`config.mk`:
```
export PLATFORM = sky130hd
export DESIGN_NAME = pipeline_ctrl
export DESIGN_NICKNAME = d
export VERILOG_FILES = /design/src/rtl/riscv_pkg.sv /design/src/rtl/pipe_scoreboard.sv /design/src/rtl/pipeline_ctrl.sv
export SDC_FILE = /design/constraint.sdc
export NUM_CORES = 1
export LEC_CHECK = 0
export CAP_MARGIN = 10
export CORE_MARGIN = 2
export CORE_UTILIZATION = 40
export CTS_BUF_LIST = sky130_fd_sc_hd__clkbuf_2 sky130_fd_sc_hd__clkbuf_4 sky130_fd_sc_hd__clkbuf_8
export CTS_CLUSTER_SIZE = 30
export DETAILED_ROUTE_END_ITERATION = 6
export HOLD_SLACK_MARGIN = 0.03
export MAX_ROUTING_LAYER = met4
export PLACE_DENSITY = 0.74
export SYNTH_ARGS = -nofsm -noshare
export SYNTH_HDL_FRONTEND = slang
export SYNTH_SLANG_ARGS = --single-unit
```
`constraint.sdc`:
```
create_clock -name clk -period 2.3 [get_ports clk]
set_input_delay 0.575 -clock clk [delete_from_list [all_inputs] [get_ports clk]]
set_output_delay 0.575 -clock clk [all_outputs]
set_load 0.01 [all_outputs]
```
`src/rtl/riscv_pkg.sv`:
```
`default_nettype none
// ============================================================================
// Module  : riscv_pkg
// Purpose : Types shared by the pipeline hazard controller and its scoreboard.
//           Holds the forwarding select encoding, the controller FSM states,
//           the scoreboard entry layout and a small forwarding priority helper.
// Revision: 1.0 - initial release
// ============================================================================
package riscv_pkg;

  // Width of the rd field stored in each scoreboard entry. Must equal the
  // XREG_W parameter of the controller.
  localparam int XREG_W_PKG = 5;

  typedef enum logic [1:0] {
    FWD_REG   = 2'd0,
    FWD_EXMEM = 2'd1,
    FWD_MEMWB = 2'd2
  } fwd_sel_t;

  typedef enum logic [0:0] {
    RUN     = 1'b0,
    MC_WAIT = 1'b1
  } pctrl_state_t;

  typedef struct packed {
    logic                  valid;
    logic [XREG_W_PKG-1:0] rd;
    logic                  regwrite;
    logic                  memread;
  } sb_entry_t;

  // hit[0] = producer currently in EX, hit[1] = producer currently in MEM.
  // The EX producer is younger, so it wins when both match.
  function automatic fwd_sel_t fwd_pick(input logic [1:0] hit);
    if (hit[0]) begin
      return FWD_EXMEM;
    end else if (hit[1]) begin
      return FWD_MEMWB;
    end
    return FWD_REG;
  endfunction

endpackage : riscv_pkg
`default_nettype wire

```
`src/rtl/pipe_scoreboard.sv`:
```
`default_nettype none
// ============================================================================
// Module  : pipe_scoreboard
// Purpose : Three-entry EX/MEM/WB shift register of in-flight destination
//           registers plus the per-source match logic.
// Ports   : clk, reset          - clock, synchronous active-high reset
//           advance             - normal shift (WB<=MEM, MEM<=EX, EX<=new)
//                                 when low: EX holds, MEM drains, WB<=MEM
//           ex_load             - on advance, capture the ID fields into EX
//                                 (otherwise EX receives a bubble)
//           id_rd/regwrite/memread - ID destination info
//           id_rs1/rs2, id_use_rs1/rs2 - ID sources and their use bits
//           rs1_hit/rs2_hit     - [0]=EX, [1]=MEM, [2]=WB eligible match
//           ex_memread          - EX entry is a valid load
// Revision: 1.0 - initial release
// ============================================================================
module pipe_scoreboard
  import riscv_pkg::*;
#(
  parameter int XREG_W = 5
) (
  input  logic              clk,
  input  logic              reset,
  input  logic              advance,
  input  logic              ex_load,
  input  logic [XREG_W-1:0] id_rd,
  input  logic              id_regwrite,
  input  logic              id_memread,
  input  logic [XREG_W-1:0] id_rs1,
  input  logic [XREG_W-1:0] id_rs2,
  input  logic              id_use_rs1,
  input  logic              id_use_rs2,
  output logic [2:0]        rs1_hit,
  output logic [2:0]        rs2_hit,
  output logic              ex_memread
);

  localparam int SB_EX  = 0;
  localparam int SB_MEM = 1;
  localparam int SB_WB  = 2;

  sb_entry_t sb_q [3];
  sb_entry_t sb_d [3];

  always_comb begin
    sb_d[SB_EX]  = sb_q[SB_EX];
    sb_d[SB_MEM] = '0;
    sb_d[SB_WB]  = sb_q[SB_MEM];
    if (advance) begin
      sb_d[SB_MEM] = sb_q[SB_EX];
      sb_d[SB_EX]  = '0;
      if (ex_load) begin
        sb_d[SB_EX].valid    = 1'b1;
        sb_d[SB_EX].rd       = id_rd;
        sb_d[SB_EX].regwrite = id_regwrite;
        sb_d[SB_EX].memread  = id_memread;
      end
    end
  end

  always_ff @(posedge clk) begin
    if (reset) begin
      for (int i = 0; i < 3; i++) begin
        sb_q[i] <= '0;
      end
    end else begin
      sb_q <= sb_d;
    end
  end

  // x0 writes are architecturally discarded, so they never create hazards.
  generate
    for (genvar g = 0; g < 3; g++) begin : g_hit
      logic w_elig;
      assign w_elig     = sb_q[g].valid && sb_q[g].regwrite && (sb_q[g].rd != '0);
      assign rs1_hit[g] = id_use_rs1 && w_elig && (sb_q[g].rd == id_rs1);
      assign rs2_hit[g] = id_use_rs2 && w_elig && (sb_q[g].rd == id_rs2);
    end
  endgenerate

  assign ex_memread = sb_q[SB_EX].valid && sb_q[SB_EX].memread;

endmodule : pipe_scoreboard
`default_nettype wire

```
`src/rtl/pipeline_ctrl.sv`:
```
`default_nettype none
// ============================================================================
// Module  : pipeline_ctrl
// Purpose : Hazard controller for the 5-stage core: load-use stall, taken-
//           branch flush, registered EX forwarding selects and the RUN/MC_WAIT
//           sequencer for multi-cycle EX operations.
// Ports   : clk, reset                  - clock, synchronous active-high reset
//           id_*                        - instruction currently in decode
//           ex_branch_taken             - branch resolved taken in EX
//           mc_done                     - multi-cycle result pulse
//           stall, pc_write, if_id_write- decode bubble / fetch enables
//           flush_if_id, flush_id_ex    - squash pipeline registers
//           fwd_a, fwd_b                - 0 regfile, 1 EX/MEM, 2 MEM/WB
//           mc_busy                     - multi-cycle op outstanding
// Revision: 1.0 - initial release
// ============================================================================
module pipeline_ctrl
  import riscv_pkg::*;
#(
  parameter int XREG_W = 5
) (
  input  logic              clk,
  input  logic              reset,
  input  logic              id_valid,
  input  logic [XREG_W-1:0] id_rs1,
  input  logic [XREG_W-1:0] id_rs2,
  input  logic              id_use_rs1,
  input  logic              id_use_rs2,
  input  logic [XREG_W-1:0] id_rd,
  input  logic              id_regwrite,
  input  logic              id_memread,
  input  logic              id_multicycle,
  input  logic              ex_branch_taken,
  input  logic              mc_done,
  output logic              stall,
  output logic              pc_write,
  output logic              if_id_write,
  output logic              flush_if_id,
  output logic              flush_id_ex,
  output logic [1:0]        fwd_a,
  output logic [1:0]        fwd_b,
  output logic              mc_busy
);

  pctrl_state_t state_q, state_d;
  fwd_sel_t     fwd_a_q, fwd_a_d;
  fwd_sel_t     fwd_b_q, fwd_b_d;

  logic [2:0] w_rs1_hit;
  logic [2:0] w_rs2_hit;
  logic       w_ex_memread;
  logic       w_run;
  logic       w_flush;
  logic       w_load_use;
  logic       w_ex_load;
  logic       w_unused_wb_hit;

  pipe_scoreboard #(
    .XREG_W (XREG_W)
  ) u_sb (
    .clk         (clk),
    .reset       (reset),
    .advance     (w_run),
    .ex_load     (w_ex_load),
    .id_rd       (id_rd),
    .id_regwrite (id_regwrite),
    .id_memread  (id_memread),
    .id_rs1      (id_rs1),
    .id_rs2      (id_rs2),
    .id_use_rs1  (id_use_rs1),
    .id_use_rs2  (id_use_rs2),
    .rs1_hit     (w_rs1_hit),
    .rs2_hit     (w_rs2_hit),
    .ex_memread  (w_ex_memread)
  );

  // WB producers are covered by the write-through register file.
  assign w_unused_wb_hit = w_rs1_hit[2] ^ w_rs2_hit[2];

  always_comb begin
    w_run       = (state_q == RUN);
    // A multi-cycle op in EX is never a branch, so a taken flag seen in
    // MC_WAIT is stale and dropped.
    w_flush     = w_run && ex_branch_taken;
    w_load_use  = w_run && id_valid && w_ex_memread && (w_rs1_hit[0] || w_rs2_hit[0]);
    stall       = !w_run || (w_load_use && !w_flush);
    pc_write    = !stall;
    if_id_write = !stall;
    flush_if_id = w_flush;
    flush_id_ex = w_flush;
    mc_busy     = !w_run;
    w_ex_load   = id_valid && !stall && !w_flush;

    state_d = state_q;
    case (state_q)
      RUN:     if (w_ex_load && id_multicycle) state_d = MC_WAIT;
      MC_WAIT: if (mc_done) state_d = RUN;
      default: state_d = RUN;
    endcase

    // Selects follow the instruction into EX; a bubble entering EX gets the
    // regfile select, and in MC_WAIT the held EX instruction keeps its own.
    fwd_a_d = fwd_a_q;
    fwd_b_d = fwd_b_q;
    if (w_run) begin
      fwd_a_d = w_ex_load ? fwd_pick(w_rs1_hit[1:0]) : FWD_REG;
      fwd_b_d = w_ex_load ? fwd_pick(w_rs2_hit[1:0]) : FWD_REG;
    end
  end

  always_ff @(posedge clk) begin
    if (reset) begin
      state_q <= RUN;
      fwd_a_q <= FWD_REG;
      fwd_b_q <= FWD_REG;
    end else begin
      state_q <= state_d;
      fwd_a_q <= fwd_a_d;
      fwd_b_q <= fwd_b_d;
    end
  end

  assign fwd_a = fwd_a_q;
  assign fwd_b = fwd_b_q;

endmodule : pipeline_ctrl
`default_nettype wire

```
Word-level counts from Yosys, hierarchy flattened
Cells that the tools add are included.

storage, ports and cells
  output and inout bits = 10
  memories kept = 0
  bits in registers = 20
  logic and storage cells = 61
  latch bits = 0
  RAM bits = 0
  ROM bits = 0

cells by class
  reductions and logical operators = 28
  mux-type cells = 18
  shift-type cells = 0
  magnitude comparators = 0
  $mul = 0
  div/mod/pow operators = 0
  bitwise gates (word level) = 1
  add/sub/neg operators = 0
  equality and inequality tests = 4

operator list
  operator           count
  $logic_and 1x1->1  21
  $eq 5x5->1         4
  $mux 2             8
  $reduce_bool 5->1  2
  $mux 1             8
  $mux 8             1
  $logic_not 1->1    2
  $logic_or 1x1->1   2
  $pmux 1 s2         1
  $reduce_or 2->1    1
  $not 1->1          1

Longest topological paths before layout
  depth after elaboration = 14
  mapped depth = 6
  depth with buffers taken out = 5

Cells and area by module
From an unflattened synthesis, not the netlist that was laid out.

unflattened totals
  cells, all modules = 144
  area, all modules = 1330.0 um^2

modules (own cells, without submodules)
  module           area an instance (um^2)  sequential area each (um^2)  instances  cells an instance
  pipe_scoreboard  1048.5                   440.4                        1          112
  pipeline_ctrl    281.5                    100.1                        1          32

Worst setup path before layout
OpenSTA, ideal clock, no wires.

  path kind = reg-to-output
  start point = reg u_sb.sb_q[18] in the netlist's numbering
  end point = out pc_write
  required time = 1.725 ns
  buffers on the path = 1
  stages on the path, launching flop included = 7
  arrival time = 1.812 ns
  setup slack = -0.087 ns
  cell sequence = dfxtp_1 > or4_4 > o211ai_4 > nor2_1 > and2_1 > a21oi_1 > buf_4

on the way
  longest elaborated chain between the ends = 9

RTL lines
  what                                                      RTL line                                      text
  start, declared                                           pipe_scoreboard.sv:42                         sb_entry_t sb_q [3];
  start signal, assigned by index                           pipe_scoreboard.sv:64                         sb_q[i] <= '0;
  start signal, assigned                                    pipe_scoreboard.sv:67                         sb_q <= sb_d;
  $reduce_bool 5->1                                         pipe_scoreboard.sv:75                         assign w_elig = sb_q[g].valid && sb_q[g].regwrite && (sb_q[g].rd != '0);
  $logic_and 1x1->1                                         pipe_scoreboard.sv:75
  $logic_and 1x1->1, on equally long branches (2 in a row)  pipe_scoreboard.sv:76, pipe_scoreboard.sv:77
  $logic_or 1x1->1 (*)                                      pipeline_ctrl.sv:85                           w_load_use = w_run && id_valid && w_ex_memread && (w_rs1_hit[0] || w_rs2_hit[0]);
  $logic_and 1x1->1 (*)                                     pipeline_ctrl.sv:85
  $logic_and 1x1->1 (*)                                     pipeline_ctrl.sv:86                           stall = !w_run || (w_load_use && !w_flush);
  $logic_or 1x1->1 (*)                                      pipeline_ctrl.sv:86
  $logic_not 1->1 (*)                                       n/a
  end, declared                                             pipeline_ctrl.sv:36                           output logic pc_write,

Every way passes the cells marked *; elsewhere a longest branch is shown, timed or not.

Worst setup path in the final report
  start point = reg u_sb.sb_q[18] in the netlist's numbering
  end point = out pc_write

on the way
  longest elaborated chain between the ends = 9

RTL lines
  what                                                      RTL line                                      text
  $reduce_bool 5->1                                         pipe_scoreboard.sv:75
  $logic_and 1x1->1                                         pipe_scoreboard.sv:75
  $logic_and 1x1->1, on equally long branches (2 in a row)  pipe_scoreboard.sv:76, pipe_scoreboard.sv:77
  $logic_or 1x1->1 (*)                                      pipeline_ctrl.sv:85
  $logic_and 1x1->1 (*)                                     pipeline_ctrl.sv:85
  $logic_and 1x1->1 (*)                                     pipeline_ctrl.sv:86
  $logic_or 1x1->1 (*)                                      pipeline_ctrl.sv:86
  $logic_not 1->1 (*)                                       pipeline_ctrl.sv:87                           pc_write = !stall;

Marked as above.

==> results summary <==
The number of global-route vias before repair came out at 1067. Ranked by total cell area, the synthesized netlist is headed by sky130_fd_sc_hd__dfxtp_1 40%, sky130_fd_sc_hd__xor2_1 11%, sky130_fd_sc_hd__a22o_1 7.1%. The via density per instance came out at roughly 5. The count of placed standard cells in the final layout, fillers left out came out at around 210. The floorplan step defined a die boundary enclosing 2895 sq um.

The worst endpoint data arrival time came out at 1.89 ns. In the final design database the tool counted roughly 210 nets. The growth of design area from synthesis to finish came out at 85.62%. The residual overflow from global routing came out at 0. Summed over all layers, the routed wires come to roughly 3300 um. The internal power summed over all cells is about 0.56 mW. Synthesis instantiated 29 different standard cells from the library.

The wire-length estimate of the detail-placed layout is 1896 um. Setup repair after global routing could not meet its margin everywhere. After floorplanning, the core was divided into 18 placement rows. In this run the worst hold path is classified as reg2reg. The post-layout minimum cycle time came out at 2.460 ns. The static power due to leakage came out at 0.8214 nW.

The clock share of power came out at 28.2%. The flow ran to the end, but the final reports show violations. Summing all multi-input logic gate instances after layout gives around 670 sq um. Summed over all nets, the switching power comes to 0.1917 mW. The worst voltage drop across the vdd grid came out at 0.4190 mV. The number of failing hold endpoints at the final stage is 0.

For this design, the CTS-stage hold fixing added 0 buffers. The count of antenna-violating nets left after detailed routing came out at 0. The die outline height came out at 53.81 um. The CTS H-tree depth came out at 1. The worst hold slack across all endpoints came out at 0.4763 ns. During synthesis, Yosys emitted a total of 0 warnings. The share of Yosys cell area claimed by the top area cell type came out at 40.35%. The buffer cell driving the clock tree root is sky130_fd_sc_hd__clkbuf_4. The core box area is 2410 sq um. The checks that failed: negative setup slack. The share of the clock period used by the worst path came out at 107.0%. The number of buffers on the longest clock path came out at 2. The register bit count reported by yosys is 20.

Across the whole layout, storage elements account for between 400 and 500 sq um. The final weighted congestion of routability-driven global placement is around 0.90. The final setup slack of the worst path came out at -0.1600 ns. Synthesis produced a netlist with a net count of 124. The first global-routing pass estimated 4629 um of wire. Static timing analysis puts the maximum clock frequency at 406.5 MHz. The initial cell density of the core came out at roughly two fifths.

In this run, placement finished with an instance count of 183. STA classifies the critical path endpoint as an output port. The fraction of power spent switching nets is between 20 and 30%. TritonCTS built the clock tree. The filler cells instantiated in the layout total around 160. The number of DRC violations after detailed routing came out at 0. The worst-margin pin slew came out at approximately 0.9 ns. The setup violation total in the final timing report came out at 6. Entering global routing, the biggest net connects 14 pins. The cell taking the most area after synthesis is sky130_fd_sc_hd__dfxtp_1. The synthesized area divided by synthesized cell count came out at 10.02 sq um. The synthesized cell area is 992.2 sq um. The relative contribution of sequential cells to total power is approximately half. The post-detailed-route wirelength per cell came out at 15.38 um. The cell count after synthesis came out at 99.

The power density of the placed cells came out at 407.0 nW/um^2. For this design, the sink count on the clock tree is 20. Of the total power, combinational logic draws 23.6%. The clock transition at the register clock pins on the worst setup and hold paths after CTS is between 0.1 and 0.15 ns. The first detailed-routing pass ran for 4 iterations. Measured against its own limit, the worst slew margin works out to 39.06%. The overall fraction of global-route tracks in use is around a quarter. The classification of the worst setup path is reg2out. STA puts the critical path data required time at 1.73 ns. Summing over every cut layer, the via total after detailed routing is approximately 1100. The number of buffer cells added on primary ports is 34. The worst setup path is launched from a flop. The clock insertion delay at the later pin of the skew report came out at 0.30 ns. TritonCTS created 3 clock buffers. The biggest fanout along the worst timing path is 2. The post-layout utilization of the core is between 70% and 80%.

The number of maximum-capacitance violations is 0. The number of antenna violations at the first check in global routing is 0. The fraction of the yosys area taken by sequential cells is 40.35%.

The final worst clock skew is 0.003749 ns. The number of DRC violations after detailed-routing iteration 0 is 5. The horizontal extent of the die came out at 53.81 um.

The number of top-level pins is 35. The share of cells above drive strength 1 came out at a little over two fifths. The final max-slew violation count was 0.

The count of antenna diodes in the layout is 0.
[per-stage QoR]
stage	setup slack, ns	power [mW]	area (sq um)	setup TNS, ns
2_1_floorplan	0.001832	0.4176	996.0	0
3_3_place_gp	-0.7728	0.5036	1519	-2.341
3_5_place_dp	-0.8197	0.5062	1519	-2.507
4_1_cts	-0.1739	0.7249	1740	-0.5543
5_1_grt	-0.2341	0.7755	1842	-1.014
6_report	-0.1600	0.7496	1842	-0.6934
[Yosys cell counts (all sizes together)]
master and instances:
a22o 10, and2 9, dfxtp 20, nand2 7, xnor2 8, nand4b 1, buf 2, or4 1
nand3 1, nand4 1, a211o 1, nor2 4, nor4 4, xor2 12, o31ai 1, a21o 2
a2bb2o 1, o21ai 1, nor3 3, or3 1, inv 1, o211ai 1, a21oi 3, dlymetal6s2s 1
nor2b 3
[registers in the layout, indices dropped and copies added (netlist names)]
signal and cells:
u_sb.sb_d 7, fwd_a 2, u_sb.sb_q 8, fwd_b 2, mc_busy 1
[layer usage]
layer | GRT usage, % | vias up | wire (um)
met3 | 4.444 | 8 | 109
met2 | 41.06 | 31 | 1750
met5 | - | - | 0
li1 | - | 515 | -
met4 | 14.10 | 0 | 99
met1 | 23.94 | 506 | 1318
[cell type report]
class                      instances  share of cell area, %
inverter                           1                 0.2038
tap                               30                  2.038
timing repair buffer              83                  37.50
sequential                        20                  22.08
clock buffer                       4                  1.970
multi-input combinational         75                  36.21
[power groups by stage]
stage	sequential, mW	combinational, mW	clock (mW)
global route	0.363	0.186	0.226
floorplan	0.370	0.0481	0
global placement	0.369	0.135	0
finish	0.362	0.177	0.211
CTS	0.361	0.157	0.207
detailed placement	0.369	0.137	0
[cell families (layout without fill, tap and decap cells)]
| logic type | after synthesis | count (layout) | share of synthesized area [%] |
|---|---|---|---|
| buffers and inverters | 4 | 88 | 3.152 |
| AOI/OAI and AO/OA | 20 | 20 | 18.66 |
| xor gates and xnor gates | 20 | 20 | 17.65 |
| and+or+nand+nor | 35 | 35 | 20.18 |
| DFF | 20 | 20 | 40.35 |
[what timing repair did]
action / CTS / global route
setup endpoints to repair: 5 / 7
setup buffers: 24 / 3
pin swaps: 11 / 11
gates resized for setup: 33 / 19
[critical path, stage by stage (launching register included)]
cell                       delay, ns
sky130_fd_sc_hd__dfxtp_2        0.34
sky130_fd_sc_hd__or4_4          0.54
sky130_fd_sc_hd__o211ai_4       0.22
sky130_fd_sc_hd__nor2_4         0.05
sky130_fd_sc_hd__and2_4         0.15
sky130_fd_sc_hd__a21oi_4        0.13
sky130_fd_sc_hd__buf_2          0.15
[layout by cell type, fill, tap and decap left out, drive strengths merged]
master,instances
a211o,1
a21o,2
a21oi,3
a22o,10
a2bb2o,1
and2,9
buf,52
clkbuf,4
clkdlybuf4s15,5
clkdlybuf4s50,18
dfxtp,20
dlygate4sd2,7
dlymetal6s2s,1
inv,1
nand2,7
nand3,1
nand4,1
nand4b,1
nor2,4
nor2b,3
nor3,3
nor4,4
o211ai,1
o21ai,1
o31ai,1
or3,1
or4,1
xnor2,8
xor2,12
[path summary, 6_finish.rpt]
kind                                            startpoint                    end  slack, ns  cells after the start
worst max-delay path            u_sb.sb_q[18]$_SDFFE_PP0N_               pc_write      -0.16                      6
worst min-delay path                 fwd_a[1]$_SDFFE_PP0N_  fwd_a[1]$_SDFFE_PP0N_       0.48                      2
worst max register to register  u_sb.sb_q[20]$_SDFFE_PP0N_  fwd_a[1]$_SDFFE_PP0N_      -0.06                     14
worst min register to register       fwd_a[1]$_SDFFE_PP0N_  fwd_a[1]$_SDFFE_PP0N_       0.48                      2
Power figures use the tool's default switching activity.
==> patch: new RTL, same flow settings <==
Make the reset (`reset`) asynchronous in 2 clocked blocks. Comments in the files are not updated.
--- a/src/rtl/pipe_scoreboard.sv
+++ b/src/rtl/pipe_scoreboard.sv
@@ -58,7 +58,7 @@
     end
   end
 
-  always_ff @(posedge clk) begin
+  always_ff @(posedge clk or posedge reset) begin
     if (reset) begin
       for (int i = 0; i < 3; i++) begin
         sb_q[i] <= '0;
--- a/src/rtl/pipeline_ctrl.sv
+++ b/src/rtl/pipeline_ctrl.sv
@@ -108,7 +108,7 @@
     end
   end
 
-  always_ff @(posedge clk) begin
+  always_ff @(posedge clk or posedge reset) begin
     if (reset) begin
       state_q <= RUN;
       fwd_a_q <= FWD_REG;
Function: differs if reset is asserted again (counterexample within 4 cycles, from zero or initial values and one cycle with reset high); with reset held inactive, the same outputs for 10 cycles.
==> patch against the unedited design <==
The flow still finishes with violations (setup timing). Worst setup slack got worse by 0.13 ns. Area after synthesis increased by 9.8%. Die area increased by 9.1%. Total power increased by 0.78%. Clock skew increased by 0.0018 ns. Sequential cell count unchanged. Clock power decreased by 24%. Routed wire length decreased by 19%. Cell area decreased by 7.9%. Critical path type unchanged. Largest cell class is now multi-input combinational cells. Highest routed layer unchanged.
==> patch: results (changes against the unedited design) <==
[sta]
worst_pin_slew_ns = 0.424  ; -0.488 ns
setup_ws_ns = -0.294  ; -0.134 ns
fin_tns_setup_ns = -0.730  ; -0.0362 ns
setup_violations = 3  ; -3

[synthesis]
synth_area_leader_cell = dfrtp_1
synth_nets = 123  ; -0.81%
synth_seq_area_share_pct = 45.9  ; +5.6 points
ys_top_cells_by_count = 20 x dfrtp_1, 12 x xor2_1, 8 x a22o_1, 8 x nor2b_1, 8 x xnor2_1
synthCells = 98  ; -1.0%
async_flop_share_pct = 100  ; +100 points

[grt]
met1_usage_pct = 23.7  ; -0.26 points
grt_max_degree = 23  ; +9
met2_usage_pct = 30.8  ; -10 points
grt_usage_pct = 19.5  ; -3.9 points

[routing]
met3RoutedLength_um = 108  ; -0.92%
vias = 947  ; -11%
drt_iter0_drc = 15  ; +10
routed-wl-met2_um = 1300  ; -26%
wirelength_met1_um = 1160  ; -12%
routedWlPerCell_um = 14.0  ; -9.2%

[finish]
nClkBuffers = 3  ; -1
buf_share_pct = 30.8  ; -6.7 points
final.fill_count = 199  ; +21%
multi_input_area_share_pct = 35.4  ; -0.81 points
sh_seq_area_pct = 29.6  ; +7.6 points
syn2layout_area_growth_pct = 55.7
multi_input_cells = 71  ; -5.3%
clkCellAreaFrac_pct = 1.33  ; -0.64 points
layout.nets = 187  ; -11%
flops_and_latches = 20  ; unchanged
final_layout_size_suffix_gt1_share_pct = 30.6  ; -13 points
buffers = 63  ; -24%

[clocking]
post_cts_resized = 38  ; +15%
clkTransAtPathRegs_ns = 0.10  ; -0.02 ns

[power]
p_leak_nw = 0.777  ; -5.4%
irDropWorstVdd_v = 0.000351  ; -16%

[placement]
gp_congestion = 0.756  ; -16%
post-place-ws_ns = -0.882  ; -0.0623 ns
hpwl_um = 2010  ; +5.9%

[outcome]
status = finished with violations
violations = setup timing

[setup_path]
critPathArrivalTime_ns = 2.02  ; +0.13 ns

[die]
coreArea_um2 = 2520  ; +4.7%

patch: changes by cell type after synthesis, sizes merged, moves of 3 or more:
| cell | unedited run | this run |
|---|---|---|
| and2 | 9 | 1 |
| dfrtp | 0 | 20 |
| dfxtp | 20 | 0 |
| nand3 | 1 | 4 |
| nor2b | 3 | 8 |
patch: path summary, 6_finish.rpt:
| kind | start | to | slack (ns) | cells past startpoint |
|---|---|---|---|---|
| setup / recovery | u_sb.sb_q[20] | stall | -0.29 | 7 |
| hold / removal | fwd_a[0] | fwd_a[0] | 0.50 | 2 |
| setup reg to reg | u_sb.sb_q[20] | fwd_a[1] | 0.37 | 8 |
| hold reg to reg | fwd_a[0] | fwd_a[0] | 0.50 | 2 |
| max in group asynchronous | reset | u_sb.sb_q[20] | 1.50 | 3 |
| min in group asynchronous | reset | u_sb.sb_d[7] | 0.59 | 3 |
patch: power breakdown:
group          switching (mW)  internal (mW)
Clock                   0.100         0.0611
Combinational          0.0910          0.116
Sequential             0.0177          0.370
Total                   0.209          0.546
